### src/rtl/lfsr_check_pkg.sv
// Shared types and constants for the LFSR period checker.
// State enum, error codes and default parameter values.
package lfsr_check_pkg;

  typedef enum logic [1:0] {
    IDLE,
    SEED,
    RUN,
    DONE
  } state_t;

  localparam logic [1:0] ERR_NONE    = 2'd0;
  localparam logic [1:0] ERR_TIMEOUT = 2'd1;
  localparam logic [1:0] ERR_LOCKUP  = 2'd2;
  localparam logic [1:0] ERR_INVALID = 2'd3;

  localparam int DEF_MAX_LENGTH = 15;
  localparam int DEF_CNT_W      = 16;
  localparam int VAL_W          = 16;

endpackage

### src/rtl/lfsr_expected_period.sv
// Combinational reference values for register length L.
// Ports: length in; mask, full (2^L-1), bound (2^L), half (2^(L-1)) out.
module lfsr_expected_period
  import lfsr_check_pkg::*;
#(
  parameter int CNT_W = DEF_CNT_W
) (
  input  logic [4:0]       length,
  output logic [VAL_W-1:0] mask,
  output logic [CNT_W-1:0] full,
  output logic [CNT_W-1:0] bound,
  output logic [CNT_W-1:0] half
);

  // Wide enough that any 5-bit length shifts without loss;
  // out-of-range lengths give junk that is never used.
  logic [32:0] pow;

  assign pow   = 33'd1 << length;
  assign mask  = VAL_W'(pow - 33'd1);
  assign full  = CNT_W'(pow - 33'd1);
  assign bound = CNT_W'(pow);
  assign half  = CNT_W'(pow >> 1);

endmodule

### config.mk
export PLATFORM = sky130hd
export DESIGN_NAME = lfsr_expected_period
export DESIGN_NICKNAME = d
export VERILOG_FILES = /design/src/rtl/lfsr_check_pkg.sv /design/src/rtl/lfsr_expected_period.sv
export SDC_FILE = /design/constraint.sdc
export NUM_CORES = 1
export LEC_CHECK = 0
export CORE_MARGIN = 4
export CORE_UTILIZATION = 25
export DETAILED_ROUTE_END_ITERATION = 6
export PLACE_DENSITY_LB_ADDON = 0.1
export SLEW_MARGIN = 10
export SYNTH_ARGS = -nofsm -noshare
export SYNTH_HDL_FRONTEND = slang
export SYNTH_SLANG_ARGS = --single-unit
### constraint.sdc
create_clock -name vclk -period 2.8
set_clock_uncertainty 0.05 [all_clocks]
set_input_delay 0.56 -clock vclk [all_inputs]
set_output_delay 0.56 -clock vclk [all_outputs]
set_load 0.02 [all_outputs]
==> flow_metrics.py <==
metrics = {
    "run_status": {
        "status": "finished, violations left",
        "violations": "negative setup slack",
    },
    "synth": {
        "avgSynthCellArea_um2": 6.37,
        "ys_warn_count": 0,
        "yosysTopAreaCell": "buf_4",
        "yosysMostFrequentCell": "buf_4",
        "synth_nets": 108,
        "netlist_area_um2": 649,
        "seq_area_frac_synth_pct": 0,
        "synthTopCellsByCount": "31 x buf_4, 12 x nor2_1, 6 x o21ai_0",
        "synth.area.top_cells": "buf_4 36%, nor2_1 6.9%, or3_4 5.2%, nand2b_1 4.8%, o21ai_0 4.6%",
        "synth_top_area_share_pct": 35.8,
        "synth_cells": 102,
        "synth_cell_type_count": 30,
    },
    "critical_path": {
        "critical_path_class": "in -> out",
        "end_kind": "primary output",
        "critical_path_arrival_ps": 2220,
        "critPathLaunchType": "primary input",
        "cp.required_ps": 2190,
        "crit_fanout": 7,
        "crit_start": "length[1]",
    },
    "finish": {
        "instances_no_fill": 185,
        "seq_cells": 0,
        "seq_area_um2": 0,
        "fin_nets": 163,
        "n_antenna_cell": 0,
        "drive_gt1_share_pct": 36.1,
        "clock_buffers": 0,
        "syn2layout_area_growth_pct": 106,
    },
    "pwr": {
        "design_power_total_mw": 0.204,
        "ir_worst_vdd_uv": 92.2,
        "leakage_nw": 0.607,
        "p_per_area_nw_per_um2": 152,
    },
    "sta": {
        "slew_violations": 0,
        "timing.hold.ws_ps": 1560,
        "tightest_slew_ps": 242,
        "rsz0062_at_grt": "yes",
        "worst_slack_ps": -30.2,
        "setup_viol_count_final": 5,
        "max_freq_ghz": 0.353,
        "layout_min_cycle_time_ps": 2830,
        "hold_viol_final": 0,
        "slew_headroom_pct": 83.8,
        "fin_crit_sh_pct": 101,
    },
    "grt": {
        "antenna_found_initial": 0,
        "grt-ovfl-total": 0,
        "grt_max_degree": 18,
        "grt_pass1_wl_mm": 3.72,
        "grt_usage_pct": 13.1,
        "first_global_vias": 806,
    },
    "placed_design": {
        "dp_slack_ps": -899,
        "place.gp.congestion": 0.754,
        "dp_hpwl_mm": 1.97,
        "port_buffers": 69,
        "dp.cells": 184,
    },
    "drt": {
        "wl_per_cell_um": 13.2,
        "ant_nets": 0,
        "vias": 848,
        "drt_iter0_markers": 10,
        "vias_per_cell": 4.58,
        "dr.pass1.iters": 4,
        "wirelength_mm": 2.45,
        "drcViolationCount": 0,
    },
    "flow_run": {
        "cap_violations": 0,
    },
    "min_path": {
        "min_path_type": "in -> out",
        "hp-start": "length[1]",
        "holdPathStages": 4,
        "whs_endpoint": "full[4]",
    },
    "die": {
        "ioPinCount": 69,
        "row_count": 18,
        "core-area_um2": 2480,
        "dieArea_um2": 3480,
        "fp.dieH_um": 59.0,
        "initial_core_util_pct": 26.2,
        "die_x_um": 59.0,
    },
    "clock_tree": {
        "ctsHoldBuffers": 0,
    },
}
-- kinds of logic (layout without fill, tap and decap cells) --
kind of cell               Yosys count  count (layout)  share of synthesized area (%)
muxes                                1               1                           1.54
xor gates and xnor gates             1               1                           1.35
AOI/OAI and AO/OA                   15              15                           15.0
and+or+nand+nor                     41              41                           35.6
adders and majority gates            1               1                           1.93
buffers and inverters               43              96                           44.5
-- worst max path at each step --
| stage | slack, ps | endpoint | cells after the start |
|---|---|---|---|
| 6_report | -30 | mask[10] | 7 |
| 5_1_grt | -80 | full[14] | 9 |
| 4_1_cts | -70 | mask[10] | 7 |
| 3_5_place_dp | -900 | mask[4] | 8 |
| 3_3_place_gp | -870 | full[4] | 8 |
| 2_1_floorplan | -210 | mask[14] | 9 |
-- area by class of cell --
class	count	area (um2)
Fill cell	260	1140
Inverter	4	15.0
Multi-Input combinational cell	59	435
Tap cell	30	37.5
Timing Repair Buffer	92	852
-- through the flow --
stage	instance area (um2)	setup TNS (ps)	util [%]
floorplan	717	-963	-
global placement	1310	-17780	52.9
detailed placement	1310	-18000	52.9
CTS	1290	-252	52.1
global route	1340	-450	54.1
finish	1340	-83.0	54.1
-- critical path, stage by stage --
cell and delay [ps]:
buf_6 90, or3_4 370, or3_4 350, ha_4 210, and3_4 170, a311o_1 310, buf_6 150
-- routing by layer --
metal / part of all wire (%) / vias up / routed length (um) / GRT usage [%]
li1: - / 419 / - / -
met1: 39 / 394 / 947 / 15.9
met2: 54 / 35 / 1330 / 26.2
met3: 6.9 / 0 / 168 / 0.877
met4: 0 / 0 / 0 / 0
met5: 0 / - / 0 / 0
-- timing repair --
item                       4_1_cts  5_1_grt
setup endpoints to repair       56       16
buffers inserted                 1        0
resized for setup               80       17
pin swaps                        7        2
hold endpoints to repair         0        0
-- cell usage in the layout (no fill, tap or decap), types with 2 or more instances in the layout --
cell type	synthesis	routed
o21ai_0	6	3
nor3b_1	2	2
nor2_1	12	12
nand2_1	4	4
o21ai_2	0	3
buf_2	3	6
dlymetal6s2s_1	0	4
inv_1	3	3
nand2b_1	5	5
buf_6	1	10
o21bai_1	2	2
clkdlybuf4s50_1	0	45
nand3b_1	2	2
dlygate4sd2_1	0	3
buf_4	31	23
nor3_1	5	4
or3_4	3	3
-- where the power goes --
part / leakage (nW) / internal, mW / switching, mW
logic: 0.607 / 0.0959 / 0.108
clock network: 0 / 0 / 0
registers: 0 / 0 / 0
Note: power is estimated with default switching activity, not from simulation.
